==> config.mk <==
export PLATFORM = sky130hd
export DESIGN_NAME = seq_bit_serializer_flat
export DESIGN_NICKNAME = d
export VERILOG_FILES = /design/src/rtl/seq_bit_serializer_pkg.sv /design/src/rtl/seq_bit_serializer_if.sv /design/src/rtl/seq_bit_serializer.sv /design/src/flat_wrapper.sv
export SDC_FILE = /design/constraint.sdc
export NUM_CORES = 1
export LEC_CHECK = 0
export BUFFER_PORTS_ARGS = -buffer_cell sky130_fd_sc_hd__clkbuf_2
export CAP_MARGIN = 40
export CELL_PAD_IN_SITES_DETAIL_PLACEMENT = 1
export CELL_PAD_IN_SITES_GLOBAL_PLACEMENT = 2
export CORE_MARGIN = 3
export CORE_UTILIZATION = 37
export CTS_BUF_LIST = sky130_fd_sc_hd__clkbuf_8
export DETAILED_ROUTE_END_ITERATION = 8
export PLACE_DENSITY_LB_ADDON = 0.1
export SLEW_MARGIN = 0
export SYNTH_ARGS = -nofsm -noshare
export SYNTH_HDL_FRONTEND = slang
export SYNTH_SLANG_ARGS = --single-unit
export TNS_END_PERCENT = 5
==> constraint.sdc <==
create_clock -name fsm_clk -period 2.1 [get_ports fsm_clk]
set_clock_uncertainty 0.2 [all_clocks]
set_input_delay 0.21 -clock fsm_clk [delete_from_list [all_inputs] [get_ports fsm_clk]]
set_output_delay 0.21 -clock fsm_clk [all_outputs]
set_load 0.03 [all_outputs]
==> src/rtl/seq_bit_serializer_pkg.sv <==
// Shared FSM encodings, counter widths and default geometry for the serializer
// that feeds the 10101 sequence detector.
package seq_bit_serializer_pkg;

    typedef enum logic [1:0] {
        ST_IDLE  = 2'd0,
        ST_SHIFT = 2'd1,
        ST_GAP   = 2'd2
    } state_t;

    localparam int DEF_WIDTH   = 8;
    localparam int DEF_GAP     = 0;
    localparam int GAP_CNT_W   = 4;
    localparam int FRAME_CNT_W = 8;

    typedef logic [GAP_CNT_W-1:0]   gap_cnt_t;
    typedef logic [FRAME_CNT_W-1:0] frame_cnt_t;

endpackage

==> src/rtl/seq_bit_serializer_if.sv <==
// Word-load handshake between the pattern source (master) and the serializer (slave).
interface seq_bit_serializer_if
    import seq_bit_serializer_pkg::*;
#(
    parameter int WIDTH = DEF_WIDTH
) ();

    logic [WIDTH-1:0] load_data;
    logic             load_valid;
    logic             load_ready;

    modport master (output load_data, output load_valid, input load_ready);
    modport slave  (input load_data, input load_valid, output load_ready);

endinterface

==> src/rtl/seq_bit_serializer.sv <==
// Parallel-to-serial feeder for the 10101 detector: one bit per fsm_clk, optional
// forced-zero gap between frames, and a loop mode that replays the captured word.
module seq_bit_serializer
    import seq_bit_serializer_pkg::*;
#(
    parameter int WIDTH     = DEF_WIDTH,
    parameter int GAP       = DEF_GAP,
    parameter int MSB_FIRST = 1
) (
    input  logic                     fsm_clk,
    input  logic                     rst,
    seq_bit_serializer_if.slave      load,
    input  logic                     loop_en,
    output logic                     ser_out,
    output logic                     bit_valid,
    output logic [$clog2(WIDTH)-1:0] bit_idx,
    output logic                     busy,
    output logic                     frame_done,
    output frame_cnt_t               frame_cnt
);

    localparam int                 IDX_W    = $clog2(WIDTH);
    localparam logic [IDX_W-1:0]   IDX_LAST = IDX_W'(WIDTH - 1);
    localparam bit                 HAS_GAP  = (GAP > 0);
    localparam gap_cnt_t           GAP_LAST = GAP_CNT_W'((GAP > 0) ? GAP - 1 : 0);

    state_t           state;
    logic [WIDTH-1:0] shreg;
    logic [WIDTH-1:0] saved;
    gap_cnt_t         gap_cnt;

    logic last_bit;
    logic last_gap;
    logic head_bit;

    assign last_bit = (state == ST_SHIFT) && (bit_idx == IDX_LAST);
    assign last_gap = (state == ST_GAP) && (gap_cnt == GAP_LAST);
    assign head_bit = (MSB_FIRST != 0) ? shreg[WIDTH-1] : shreg[0];

    // Outputs decode state registers only; loop_en gates ready so a looping
    // frame never advertises room for a word it would ignore.
    assign bit_valid       = (state == ST_SHIFT);
    assign ser_out         = bit_valid & head_bit;
    assign busy            = (state != ST_IDLE);
    assign frame_done      = last_bit;
    assign load.load_ready = (state == ST_IDLE)
                           | (last_bit & !HAS_GAP & !loop_en)
                           | (last_gap & !loop_en);

    // NOTE: state registers use non-blocking assignments so every branch below
    // sees the pre-edge values, matching the hardware behaviour of flip-flops.
    always_ff @(posedge fsm_clk or posedge rst) begin
        if (rst) begin
            state     <= ST_IDLE;
            shreg     <= '0;
            saved     <= '0;
            bit_idx   <= '0;
            gap_cnt   <= '0;
            frame_cnt <= '0;
        end else begin
            case (state)
                ST_IDLE: begin
                    bit_idx <= '0;
                    if (load.load_valid) begin
                        shreg <= load.load_data;
                        saved <= load.load_data;
                        state <= ST_SHIFT;
                    end
                end

                ST_SHIFT: begin
                    if (last_bit) begin
                        frame_cnt <= frame_cnt + 1'b1;
                        bit_idx   <= '0;
                        if (HAS_GAP) begin
                            gap_cnt <= '0;
                            state   <= ST_GAP;
                        end else if (loop_en) begin
                            shreg <= saved;
                        end else if (load.load_valid) begin
                            shreg <= load.load_data;
                            saved <= load.load_data;
                        end else begin
                            state <= ST_IDLE;
                        end
                    end else begin
                        shreg   <= (MSB_FIRST != 0) ? (shreg << 1) : (shreg >> 1);
                        bit_idx <= bit_idx + 1'b1;
                    end
                end

                ST_GAP: begin
                    if (last_gap) begin
                        gap_cnt <= '0;
                        if (loop_en) begin
                            shreg <= saved;
                            state <= ST_SHIFT;
                        end else if (load.load_valid) begin
                            shreg <= load.load_data;
                            saved <= load.load_data;
                            state <= ST_SHIFT;
                        end else begin
                            state <= ST_IDLE;
                        end
                    end else begin
                        gap_cnt <= gap_cnt + 1'b1;
                    end
                end

                default: begin
                    bit_idx <= '0;
                    gap_cnt <= '0;
                    state   <= ST_IDLE;
                end
            endcase
        end
    end

endmodule
==> src/flat_wrapper.sv <==
// flat-port wrapper written by rule: the top's interface ports become plain ports
module seq_bit_serializer_flat import seq_bit_serializer_pkg::*;
#(
    parameter int WIDTH     = DEF_WIDTH,
    parameter int GAP       = DEF_GAP,
    parameter int MSB_FIRST = 1
)
  (fsm_clk, rst, loop_en, ser_out, bit_valid, bit_idx, busy, frame_done, frame_cnt, load_load_data, load_load_valid, load_load_ready);
  seq_bit_serializer_if #(.WIDTH(WIDTH)) load_i ();
  input  logic fsm_clk;
  input  logic rst;
  input  logic loop_en;
  output logic ser_out;
  output logic bit_valid;
  output logic [$clog2(WIDTH)-1:0] bit_idx;
  output logic busy;
  output logic frame_done;
  output frame_cnt_t frame_cnt;
  input wire logic [$bits(load_i.load_data)-1:0] load_load_data;
  input wire logic [$bits(load_i.load_valid)-1:0] load_load_valid;
  output wire logic [$bits(load_i.load_ready)-1:0] load_load_ready;
  assign load_i.load_data = load_load_data;
  assign load_i.load_valid = load_load_valid;
  assign load_load_ready = load_i.load_ready;
  seq_bit_serializer #(.WIDTH(WIDTH), .GAP(GAP), .MSB_FIRST(MSB_FIRST)) u_core (.fsm_clk(fsm_clk), .rst(rst), .load(load_i), .loop_en(loop_en), .ser_out(ser_out), .bit_valid(bit_valid), .bit_idx(bit_idx), .busy(busy), .frame_done(frame_done), .frame_cnt(frame_cnt));
endmodule
== Yosys cells after proc, flatten, opt, wreduce, memory -nomap -nowiden ==
Index checks and enable logic that the tools add are counted.
Cells by class
  eq/ne operators: 8
  reductions and logical operators: 12
  mux-type cells: 22
  $add $sub $neg: 3
  bitwise gates (word level): 5
Operator list (count)
  $mux 8: 8
  $pmux 8 s3: 2
  $mux 2: 6
  $add 8x1->8 const B: 1
  $ne 2x2->1 const B: 4
  $pmux 4 s2: 1
  $pmux 2 s3: 1
  $pmux 3 s2: 1
  $reduce_and 5->1: 1
  $add 4x1->4 const B: 1
  $logic_not 4->1: 1
  $mux 4: 1
  $reduce_and 2->1: 2
  $add 3x1->3 const B: 1
  $and 1x1->1: 3
  $eq 3x3->1 const B: 1
  $mux 3: 1
  $reduce_and 3->1: 1
  $reduce_bool 3->1: 1
  $eq 2x1->1 const B: 1
  $eq 2x2->1 const B: 1
  $logic_and 1x1->1: 2
  $logic_not 2->1: 1
  $ne 2x1->1 const B: 1
  5 further kinds: 6
Word-level totals
  bits in registers: 33
  logic and storage cells: 56
  output and inout port bits: 16
  input port bits: 12

== Depth between registers and ports, before layout ==
  depth in word-level cells: 5
  mapped depth: 6

== Least setup slack after synthesis ==
No wires, ideal clock.
  path kind: register -> register
  start: register u_core.bit_idx[0]
  end: register u_core.saved[0]
  cell stages (with the launch flop): 7
  buffers on the path: 1
  arrival: 1606 ps
  required time: 1775 ps
  slack: 169 ps
  cells stage by stage: dfrtp_1 -> ha_1 -> ha_1 -> nand2b_1 -> a21bo_1 -> buf_6 -> mux2_4
Between the ends
  longest elaborated chain between the ends: 4
Ends and longest elaborated chain
  from (decl): RTL line seq_bit_serializer.sv:16  | output logic [$clog2(WIDTH)-1:0] bit_idx,
  from (signal assigned): RTL line seq_bit_serializer.sv:88  | bit_idx <= bit_idx + 1'b1;
  $eq 3x3->1: RTL line seq_bit_serializer.sv:36  | assign last_bit = (state == ST_SHIFT) && (bit_idx == IDX_LAST);
  $logic_and 1x1->1: RTL line seq_bit_serializer.sv:36
  $ne 2x2->1 (no source line)
  $reduce_and 3->1 (no source line)
  to (signal assigned): RTL line seq_bit_serializer.sv:66  | saved <= load.load_data;
  to (signal assigned): RTL line seq_bit_serializer.sv:82  | saved <= load.load_data;
  to (signal assigned): RTL line seq_bit_serializer.sv:100  | saved <= load.load_data;
  to (decl): RTL line seq_bit_serializer.sv:29  | logic [WIDTH-1:0] saved;
No other way between the ends.
A chain may end at the register's enable or synchronous reset.

== Final worst setup path ==
  start: register u_core.bit_idx[0]
  end: output port frame_done
Between the ends
  longest elaborated chain between the ends: 2
Ends and longest elaborated chain
  $eq 3x3->1: RTL line seq_bit_serializer.sv:36
  $logic_and 1x1->1: RTL line seq_bit_serializer.sv:36
  to (decl): RTL line flat_wrapper.sv:17  | output logic frame_done;
No other way between the ends.

==> reports/results.tsv <==
metric	value	unit
status	completed	
Routed WL	2.86	mm
# rows	20	
Final Setup Violations	0	
Critical Path, Cell by Cell	ha_1 -> ha_1 -> buf_6 -> and2_4 -> clkbuf_4	
flop2flop setup slack	0.23	ns
fraction of layout instances using a drive strength above 1	0.353	
Reg-to-Reg End	u_core.shreg[5]$_DFF_PP0_	
CORE AREA	0.00318	sq mm
Die Span X	64.8	um
NumNets Final	152	
clk sinks	28	
most frequent cell after synthesis	dfrtp_1	
fin crit period	2.01	ns
Post-Syn Area	0.00128	sq mm
vias	891	
gr usage total	0.154	
Post-Synth Adder-Cell Area	0.0294	
routed len/inst	15.9	um
multiplexer share of the synthesized area	0.165	
largest family of logic cells by synthesized area	multiplexers	
Netlist cell types	25	
Cells after Synth	96	
VDD IR max	573	uV
Simple-Gate Fraction of Synth Area	0.0822	
root buffer cell	clkbuf_8	
Seq cells post-synth	28	
post-detail-place hpwl	2.06	mm
worst slew pin tran	0.542	ns
Hold/Removal Path Class	input pin to register	
reg2reg path depth	6	
Synth Area in XOR/XNOR	0.0479	
top_reg_cell synth	dfrtp_1	
register area share after synthesis	0.548	
fin crit share	0.959	
worst r2r src	u_core.bit_idx[0]$_DFF_PP0_	
Critical Path Slowest Stage Cell	dfrtp_1	
first-pass GRT wire length	5.03	mm
Worst setup EP type	output pin	
CP max FO	13	
Top Ports	28	
multi-input logic area	538	sq um
I/O Buffers	27	
CP Launch Point	u_core.bit_idx[0]$_DFF_PP0_	
top post-synthesis cells by area	dfrtp_1 55%, mux2_4 9.4%, mux2i_1 6.3%	
DIE HEIGHT	64.8	um
Vias/cell	4.95	
Required @ worst endpoint	1.69	ns
setup tns final	0	ns
Pins Over Slew Limit	0	
hold path cells	2	
Syn Area/Cell	13.3	sq um
Hold Startpoint	loop_en	
Slew headroom	0.638	
Longest Clk Path Bufs	2	
Synthesized Nets	111	
ys async rst share	1.00	
post-route ant nets	0	
Post-synth EDFFs	0	
element type at the critical path start	register	
H-tree depth	1	
Compound-Gate Fraction of Synth Area	0.0939	
DRC	0	
top cell type's share of synthesized area	0.548	
area grow syn2layout	27.4	%
Pwr Density	1290	mW/mm^2
max cap viols	0	
die area	0.00420	sq mm
fillers	355	
1st-pass router iterations	4	
largest net degree at the start of global routing	29	
Synth Warn #	0	
RSZ-0062 raised after global routing	no	
sequential cell area	701	sq um
Remaining Overflow, GRT	0	
Static Leakage	0.815	nW
clock buffer count from CTS	3	
WHS Endpoint	u_core.shreg[0]$_DFF_PP0_	
GP Congestion	0.753	
CP peak stage delay	0.41	ns
vias in the first global route	1041	
Clk Latency, worst-skew pair	0.27	ns
Starting Density	0.402	
CTS clock-pin slew for the worst setup and hold paths	0.10	ns
Setup CP Type	register to output pin	
Commonest cells post-synth	28 x dfrtp_1, 8 x mux2_4, 8 x mux2i_1	
CP arrival	1.60	ns
area leader, netlist	dfrtp_1	
final hold vios	0	
Core Util, Final	0.513	
initial antenna violation count	0	
TritonCTS clock tree	built	
antenna fix cells	0	
max frequency	497	MHz
1st-iter DRT viols	26	
cell mode on critical path	ha_1	
## cell families after synthesis
kind of cell	Yosys count
adders and majority gates	3
xor gates and xnor gates	7
and+or+nand+nor	17
buffers and inverters	7
muxes	17
DFF	28
AOI/OAI and AO/OA	17
## through the flow
step / cell area (sq um) / cells / hold slack (ns) / worst slack, ns / power (mW)
after floorplan: 1280 / 96 / 0.0754 / 0.169 / 1.52
after detailed placement: 1480 / 167 / 0.0838 / 0.168 / 1.77
after global routing: 1630 / 180 / 0.0263 / 0.0116 / 2.26
final: 1630 / 180 / 0.0155 / 0.0864 / 2.10
after global placement: 1480 / 167 / 0.0758 / 0.267 / 1.73
after CTS: 1630 / 180 / 0.0104 / 0.0447 / 2.13
## worst max-delay path by stage
stage / end / slack, ns
final: frame_done / 0.09
after global routing: frame_done / 0.01
after CTS: frame_done / 0.04
after detailed placement: u_core.shreg[5]$_DFF_PP0_ / 0.17
after global placement: u_core.shreg[5]$_DFF_PP0_ / 0.27
after floorplan: u_core.saved[0]$_DFFE_PP0P_ / 0.17
## critical path, delay by kind of cell, from the launching register on
family | cells | cell delay, ns
buf+inv | 2 | 0.34
flops | 1 | 0.41
simple gates | 1 | 0.18
fa+ha+maj | 2 | 0.41
## metal layers
| metal | vias to the layer above | share of wire | track usage |
|---|---|---|---|
| met4 | 0 | 0.0046 | 0.0396 |
| met3 | 2 | 0.039 | 0.0208 |
| met5 | - | 0 | 0 |
| met2 | 18 | 0.46 | 0.236 |
| li1 | 429 | - | - |
| met1 | 442 | 0.50 | 0.227 |
## state kept, by name, summed over array words and instances (netlist names)
signal / flops
u_core.frame_cnt: 8
u_core.state: 1
u_core.bit_idx: 3
u_core.saved: 8
u_core.shreg: 8
## power breakdown
group / switching, mW / leakage [nW] / internal (mW)
Combinational: 0.439 / 0.437 / 0.419
Clock: 0.161 / 0.0288 / 0.168
Sequential: 0.160 / 0.350 / 0.748
## final cells by class
type                       count  area share
clock buffer                   4      0.0338
inverter                       1     0.00230
multi-input combinational     61       0.330
sequential                    28       0.430
tap                           44      0.0338
timing repair buffer          42       0.170
## repair_timing
action                                  CTS  global route
hold endpoints to repair                 36             0
hold buffers                              9             0
gates cloned                              0             0
endpoints found under the setup margin    1             1
pin swaps                                 0             0
buffers inserted                          0             0
resized for setup                         3             1
## placed cells by master, fill, tap and decap left out
cell type and n:
and2_4 1, o22ai_1 7, mux2_2 1, dlygate4sd3_1 9
dfrtp_1 28, a21bo_1 1, mux2_4 8, a21oi_1 1
mux2i_1 8, nand4_1 4, buf_6 1, inv_1 1
clkbuf_8 4, clkbuf_4 1, xnor2_1 6, nand2_1 4
and3b_1 2, a31o_2 1, buf_4 5, a22oi_1 7
nand2b_1 2, clkbuf_2 26, and2_1 1, and4_1 1
and3_1 1, xor2_1 1, ha_1 3, nor3b_1 1
No activity file was read; power rests on OpenSTA's default activity.
